==> config.mk <==
export PLATFORM = sky130hd
export DESIGN_NAME = mem_stage
export DESIGN_NICKNAME = d
export VERILOG_FILES = /design/src/rtl/riscv_pkg.sv /design/src/rtl/mem_bus_fsm.sv /design/src/rtl/mem_stage.sv
export SDC_FILE = /design/constraint.sdc
export NUM_CORES = 1
export LEC_CHECK = 0
export ABC_AREA = 1
export CAP_MARGIN = 30
export CORE_UTILIZATION = 44
export DETAILED_ROUTE_END_ITERATION = 16
export MAX_ROUTING_LAYER = met4
export PLACE_DENSITY = 0.8
export SLEW_MARGIN = 20
export SYNTH_ARGS = -nofsm -noshare
export SYNTH_HDL_FRONTEND = slang
export SYNTH_SLANG_ARGS = --single-unit
==> constraint.sdc <==
create_clock -name clk -period 5.97 [get_ports clk]
set_input_delay 1.4925 -clock clk [delete_from_list [all_inputs] [get_ports clk]]
set_output_delay 1.4925 -clock clk [all_outputs]
set_load 0.05 [all_outputs]
==> src/rtl/riscv_pkg.sv <==
// Shared RISC-V pipeline definitions: ALUop encodings, EX/MEM payload and
// memory-stage FSM state encoding.
package riscv_pkg;

  localparam int unsigned XLEN  = 32;
  localparam int unsigned OP_W  = 5;
  localparam int unsigned REG_W = 5;

  localparam logic [OP_W-1:0] OP_JAL  = 5'b10000;
  localparam logic [OP_W-1:0] OP_BEQ  = 5'b10001;
  localparam logic [OP_W-1:0] OP_BLT  = 5'b10010;
  localparam logic [OP_W-1:0] OP_LW   = 5'b10100;
  localparam logic [OP_W-1:0] OP_SW   = 5'b10101;
  localparam logic [OP_W-1:0] OP_ADDI = 5'b01100;
  localparam logic [OP_W-1:0] OP_ADD  = 5'b01101;
  localparam logic [OP_W-1:0] OP_SUB  = 5'b01110;
  localparam logic [OP_W-1:0] OP_SLL  = 5'b01000;
  localparam logic [OP_W-1:0] OP_XOR  = 5'b00110;
  localparam logic [OP_W-1:0] OP_SRL  = 5'b01001;
  localparam logic [OP_W-1:0] OP_OR   = 5'b00101;
  localparam logic [OP_W-1:0] OP_AND  = 5'b00100;

  typedef enum logic [1:0] {
    ST_IDLE = 2'd0,
    ST_REQ  = 2'd1,
    ST_DONE = 2'd2
  } mem_state_e;

  // EX/MEM latch contents; only the low address bits are kept for alignment.
  typedef struct packed {
    logic [OP_W-1:0]  op;
    logic             wr;
    logic [REG_W-1:0] rd;
    logic [XLEN-1:0]  data;
    logic [1:0]       addr_lo;
  } ex_mem_t;

  function automatic logic is_mem_op(input logic [OP_W-1:0] op);
    return (op == OP_LW) || (op == OP_SW);
  endfunction

endpackage

==> src/rtl/mem_bus_fsm.sv <==
// Data-memory req/ack sequencer with timeout, kill tracking and load-data
// capture for the memory stage.
module mem_bus_fsm
  import riscv_pkg::*;
#(
  parameter int unsigned TIMEOUT = 16
) (
  input  logic        clk,
  input  logic        rst,
  input  logic        start_i,
  input  logic        start_we_i,
  input  logic [29:0] start_addr_i,
  input  logic [31:0] start_wdata_i,
  input  logic        stall_i,
  input  logic        flush_i,
  input  logic        mem_ack_i,
  input  logic [31:0] mem_rdata_i,
  output logic        busy_c_o,
  output logic        done_c_o,
  output logic        wb_ok_c_o,
  output logic [31:0] rdata_o,
  output logic        mem_req_o,
  output logic        mem_we_o,
  output logic [31:0] mem_addr_o,
  output logic [31:0] mem_wdata_o,
  output logic        bus_err_o
);

  localparam int unsigned CNT_W = (TIMEOUT > 1) ? $clog2(TIMEOUT) : 1;
  localparam logic [CNT_W-1:0] CNT_MAX = CNT_W'(TIMEOUT - 1);

  mem_state_e       state_q, state_d;
  logic [CNT_W-1:0] cnt_q, cnt_d;
  logic             kill_q, kill_d;
  logic             tout_q, tout_d;
  logic             req_q, req_d;
  logic             we_q, we_d;
  logic [29:0]      addr_q, addr_d;
  logic [31:0]      wdata_q, wdata_d;
  logic [31:0]      rdata_q, rdata_d;
  logic             err_q, err_d;

  always_ff @(posedge clk or posedge rst) begin
    if (rst) begin
      state_q <= ST_IDLE;
      cnt_q   <= '0;
      kill_q  <= 1'b0;
      tout_q  <= 1'b0;
      req_q   <= 1'b0;
      we_q    <= 1'b0;
      addr_q  <= '0;
      wdata_q <= '0;
      rdata_q <= '0;
      err_q   <= 1'b0;
    end else begin
      state_q <= state_d;
      cnt_q   <= cnt_d;
      kill_q  <= kill_d;
      tout_q  <= tout_d;
      req_q   <= req_d;
      we_q    <= we_d;
      addr_q  <= addr_d;
      wdata_q <= wdata_d;
      rdata_q <= rdata_d;
      err_q   <= err_d;
    end
  end

  always_comb begin
    state_d = state_q;
    cnt_d   = cnt_q;
    kill_d  = kill_q;
    tout_d  = tout_q;
    req_d   = req_q;
    we_d    = we_q;
    addr_d  = addr_q;
    wdata_d = wdata_q;
    rdata_d = rdata_q;
    err_d   = 1'b0;

    unique case (state_q)
      ST_IDLE: ;
      ST_REQ: begin
        // The bus cannot be aborted; a flush only suppresses writeback.
        if (flush_i) kill_d = 1'b1;
        if (mem_ack_i) begin
          state_d = ST_DONE;
          req_d   = 1'b0;
          if (!we_q) rdata_d = mem_rdata_i;
        end else if (cnt_q == CNT_MAX) begin
          state_d = ST_DONE;
          req_d   = 1'b0;
          tout_d  = 1'b1;
          err_d   = 1'b1;
        end else begin
          cnt_d = cnt_q + 1'b1;
        end
      end
      ST_DONE: begin
        if (!stall_i) begin
          state_d = ST_IDLE;
          kill_d  = 1'b0;
          tout_d  = 1'b0;
        end
      end
      default: state_d = ST_IDLE;
    endcase

    // start_i implies a load edge, so this covers IDLE and DONE exit alike.
    if (start_i && (state_q != ST_REQ)) begin
      state_d = ST_REQ;
      req_d   = 1'b1;
      we_d    = start_we_i;
      addr_d  = start_addr_i;
      wdata_d = start_wdata_i;
      cnt_d   = '0;
    end
  end

  assign busy_c_o    = (state_q == ST_REQ);
  assign done_c_o    = (state_q == ST_DONE);
  assign wb_ok_c_o   = !kill_q && !tout_q;
  assign rdata_o     = rdata_q;
  assign mem_req_o   = req_q;
  assign mem_we_o    = we_q;
  assign mem_addr_o  = {addr_q, 2'b00};
  assign mem_wdata_o = wdata_q;
  assign bus_err_o   = err_q;

endmodule

==> src/rtl/mem_stage.sv <==
// Memory-access stage: EX/MEM latch, word lw/sw over a req/ack port and
// writeback muxing toward WB.
module mem_stage
  import riscv_pkg::*;
#(
  parameter int unsigned TIMEOUT = 16
) (
  input  logic        clk,
  input  logic        rst,
  input  logic [4:0]  ALUop_i,
  input  logic        WriteReg_i,
  input  logic [4:0]  WriteDataNum_i,
  input  logic [31:0] WriteData_i,
  input  logic [31:0] MemAddr_i,
  input  logic [31:0] StoreData_i,
  input  logic        stall_i,
  input  logic        flush_i,
  output logic        mem_req_o,
  output logic        mem_we_o,
  output logic [31:0] mem_addr_o,
  output logic [31:0] mem_wdata_o,
  input  logic [31:0] mem_rdata_i,
  input  logic        mem_ack_i,
  output logic        WriteReg_o,
  output logic [4:0]  WriteDataNum_o,
  output logic [31:0] WriteData_o,
  output logic        StallReq,
  output logic        misalign_o,
  output logic        bus_err_o
);

  ex_mem_t     lat_q, lat_d;
  logic        load_c, start_c;
  logic        busy_c, done_c, wb_ok_c;
  logic [31:0] rdata_c;
  logic        lat_mem_c, lat_mis_c;

  assign StallReq = busy_c;
  assign load_c   = !stall_i && !busy_c;
  assign start_c  = load_c && !flush_i && is_mem_op(ALUop_i) && (MemAddr_i[1:0] == 2'b00);

  always_comb begin
    lat_d = lat_q;
    if (load_c) begin
      if (flush_i) begin
        lat_d = '0;
      end else begin
        lat_d.op      = ALUop_i;
        lat_d.wr      = WriteReg_i;
        lat_d.rd      = WriteDataNum_i;
        lat_d.data    = WriteData_i;
        lat_d.addr_lo = MemAddr_i[1:0];
      end
    end
  end

  always_ff @(posedge clk or posedge rst) begin
    if (rst) lat_q <= '0;
    else     lat_q <= lat_d;
  end

  mem_bus_fsm #(
    .TIMEOUT(TIMEOUT)
  ) u_bus (
    .clk          (clk),
    .rst          (rst),
    .start_i      (start_c),
    .start_we_i   (ALUop_i == OP_SW),
    .start_addr_i (MemAddr_i[31:2]),
    .start_wdata_i(StoreData_i),
    .stall_i      (stall_i),
    .flush_i      (flush_i),
    .mem_ack_i    (mem_ack_i),
    .mem_rdata_i  (mem_rdata_i),
    .busy_c_o     (busy_c),
    .done_c_o     (done_c),
    .wb_ok_c_o    (wb_ok_c),
    .rdata_o      (rdata_c),
    .mem_req_o    (mem_req_o),
    .mem_we_o     (mem_we_o),
    .mem_addr_o   (mem_addr_o),
    .mem_wdata_o  (mem_wdata_o),
    .bus_err_o    (bus_err_o)
  );

  assign lat_mem_c = is_mem_op(lat_q.op);
  assign lat_mis_c = lat_mem_c && (lat_q.addr_lo != 2'b00);
  assign misalign_o     = lat_mis_c;
  assign WriteDataNum_o = lat_q.rd;

  // Loads write back only from DONE and only if neither killed nor timed out.
  always_comb begin
    WriteReg_o  = lat_q.wr;
    WriteData_o = lat_q.data;
    if ((lat_q.op == OP_LW) && !lat_mis_c) begin
      WriteReg_o  = lat_q.wr && done_c && wb_ok_c;
      WriteData_o = rdata_c;
    end else if (lat_mem_c) begin
      WriteReg_o  = 1'b0;
    end
  end

endmodule

==> run metrics <==
post-synth cell types 27; yosys warns 0; Post-layout nets 1076; WL final 17400 µm; clock sinks 150; CP peak stage delay 0.84 ns; Power Total 0.00291 W; clock skew 0.00835 ns; startpoint types register; Syn Inst Count 702; Req. time, crit path 4.48 ns; ANT cells 0; DR iter-0 viols 424; crit path max-delay cell type clkdlybuf4s50_1; most frequent cells in the layout clkdlybuf4s50_1, nand2_1, dfrtp_1; die area 14900 µm²; Placed Instances 1092; CTS Buf Count 17; Worst EP arrival 2.94 ns; worst r2r path cells 8; post-DR vias/cell 5.02; H-tree depth 4; Clock Latency Late Sink 0.41 ns; outcome complete, no violations; Setup TNS Final 0 ns; FF+latch count, synth 150; remaining antenna violation count 0; leading cell type in the layout, fill and taps excluded clkdlybuf4s50_1; global-route wire length before repair 26900 µm; Total Routing Usage GR 0.246; FMAX 0.226 GHz; Die Ht 122 µm; Post-CTS Resized 0; initial antenna violation count 0; Metal-1 WL 7350 µm; IO Port Bufs 248; final worst-path setup slack 1.54 ns; Peak VDD IR 0.173 mV; vias in the first global route 5401; sequential area share after synthesis 0.593; Post-CTS Setup Bufs 0; post-detail-place hpwl 11700 µm; Initial Util 0.455; die span in x 122 µm; fillers 1115; total gr overflow 0; routed wl met3 1430 µm; PwrDens 306 nW/µm²; area delta synth->final 50.3%; MaxCap Viol Count 0; min-delay worst type register to register; layout cells sized above 1 0.0572; detailed-route DRC error count 0; largest net degree at the start of global routing 87; Site Rows 43; CTS tree done; Hold Buf Count CTS 0; Period minus WS final 4.43 ns; WHS Path Cells 2; CP max FO 33; Critical Path End Type primary output; Mapped Area 6330 µm²; I/O pin cnt 251; CTS max path bufs 2; GPL Wtd Cong 0.789; pre-CTS WS 1.92 ns; leading area contributor after synthesis dfrtp_1; Hold Vio Cnt, Final 0; # setup viols final 0; share of the synthesized area in the top cell type 0.593; Slew @ Worst Pin 0.837 ns; Final Non-Filler Cells 1124; worst-path cell chain nor3_1, nand2_2, buf_4, a21oi_1, clkdlybuf4s50_1; Vias 5639; met2 WL 8220 µm; Slew Limit Fails 0; DR top layer met4; RSZ-0062 raised after global routing false; clock-pin slew on the worst setup and hold paths 0.06 ns; Clock Tree Root clkbuf_16; Avg Synthesized Cell Area 9.02 µm²; Setup Crit Path Kind register to primary output; Core Footprint 13900 µm²; drt wl/cell 15.5 µm; fin crit share 0.743; synth top area cells dfrtp_1, nand2_1, nand3_1; detailed-router iteration count before antenna repair 5; Max-slew headroom 0.440; leakage dissipation 4.69 nW
-- worst paths after layout --
path | from | to | slack (ns)
setup / recovery | lat_q[40]$_DFFE_PP0N_ | WriteData_o[27] | 1.54
hold / removal | u_bus.addr_q[27]$_DFFE_PP0P_ | u_bus.addr_q[27]$_DFFE_PP0P_ | 0.47
setup reg to reg | u_bus.state_q[0]$_DFFE_PP0P_ | u_bus.cnt_q[3]$_DFFE_PP0P_ | 3.48
hold reg to reg | u_bus.addr_q[27]$_DFFE_PP0P_ | u_bus.addr_q[27]$_DFFE_PP0P_ | 0.47
max in group asynchronous | rst | u_bus.mem_req_o$_DFFE_PP0P_ | 3.39
min in group asynchronous | rst | u_bus.mem_wdata_o[12]$_DFFE_PP0P_ | 1.63
-- synthesized netlist by cell type --
cell and count:
o21bai_1 1, o21ai_0 33, a22o_1 31, conb_1 1
nand4_1 1, nor2_2 2, a21oi_1 33, nor3_2 1
o21a_1 1, nand3_1 72, nor3_1 2, o21ai_1 14
buf_1 2, inv_2 4, clkbuf_1 8, ha_1 1
nand2_4 1, nand2_1 201, inv_1 56, dfrtp_1 150
nor2_1 44, buf_2 22, nand3b_1 1, nor2_4 2
buf_6 3, buf_4 13, nand2_2 2
-- metrics by stage --
step,cell area (µm²),utilization,hold slack (ns)
final,9520,0.683,0.469
after floorplan,6340,-,0.443
after CTS,9520,0.683,0.472
after detailed placement,8870,0.636,0.457
after global routing,9520,0.683,0.491
after global placement,8830,0.633,0.453
-- sequential cells by signal, summed over array words and instances (netlist names) --
name	count
WriteDataNum_o	5
lat_q	40
u_bus.addr_q	30
u_bus.bus_err_o	1
u_bus.cnt_q	4
u_bus.kill_q	1
u_bus.mem_req_o	1
u_bus.mem_wdata_o	32
u_bus.mem_we_o	1
u_bus.rdata_o	32
u_bus.state_q	2
u_bus.tout_q	1
-- power breakdown --
part / leakage [nW] / total (W) / switching, W / internal, W
registers: 1.90 / 0.00114 / 0.0000445 / 0.00110
logic: 2.46 / 0.000586 / 0.000357 / 0.000229
clock network: 0.320 / 0.00118 / 0.000416 / 0.000765
total: 4.69 / 0.00291 / 0.000818 / 0.00209
-- critical path, delay by kind of cell (launching register included) --
family	cells	cell delay (ns)
DFF	1	0.39
AOI/OAI and AO/OA	1	0.20
buffers and inverters	2	1.23
and+or+nand+nor	2	0.69
-- metal layers --
layer	vias up	global-route usage
met5	-	-
met4	0	0.0988
met3	26	0.0651
met2	237	0.382
met1	2678	0.305
li1	2698	-
-- cells by family (layout without fill, tap and decap cells) --
kind of cell / Yosys count / after routing / share of synthesized area
AO/OA/AOI/OAI: 113 / 113 / 0.108
flip-flops: 150 / 150 / 0.593
AND/OR/NAND/NOR: 329 / 329 / 0.217
buffers and inverters: 108 / 349 / 0.0796
other: 1 / 2 / 0.000592
adder cells (fa/ha/maj): 1 / 1 / 0.00198
-- area by class of cell --
cell class	count	area (µm²)	area share
clock buffer	20	457	0.0480
clock inverter	12	199	0.0209
inverter	60	230	0.0242
multi-input combinational	445	2080	0.219
sequential	150	3750	0.394
tap	180	225	0.0237
timing repair buffer	257	2570	0.270
Power figures use the tool's default switching activity.
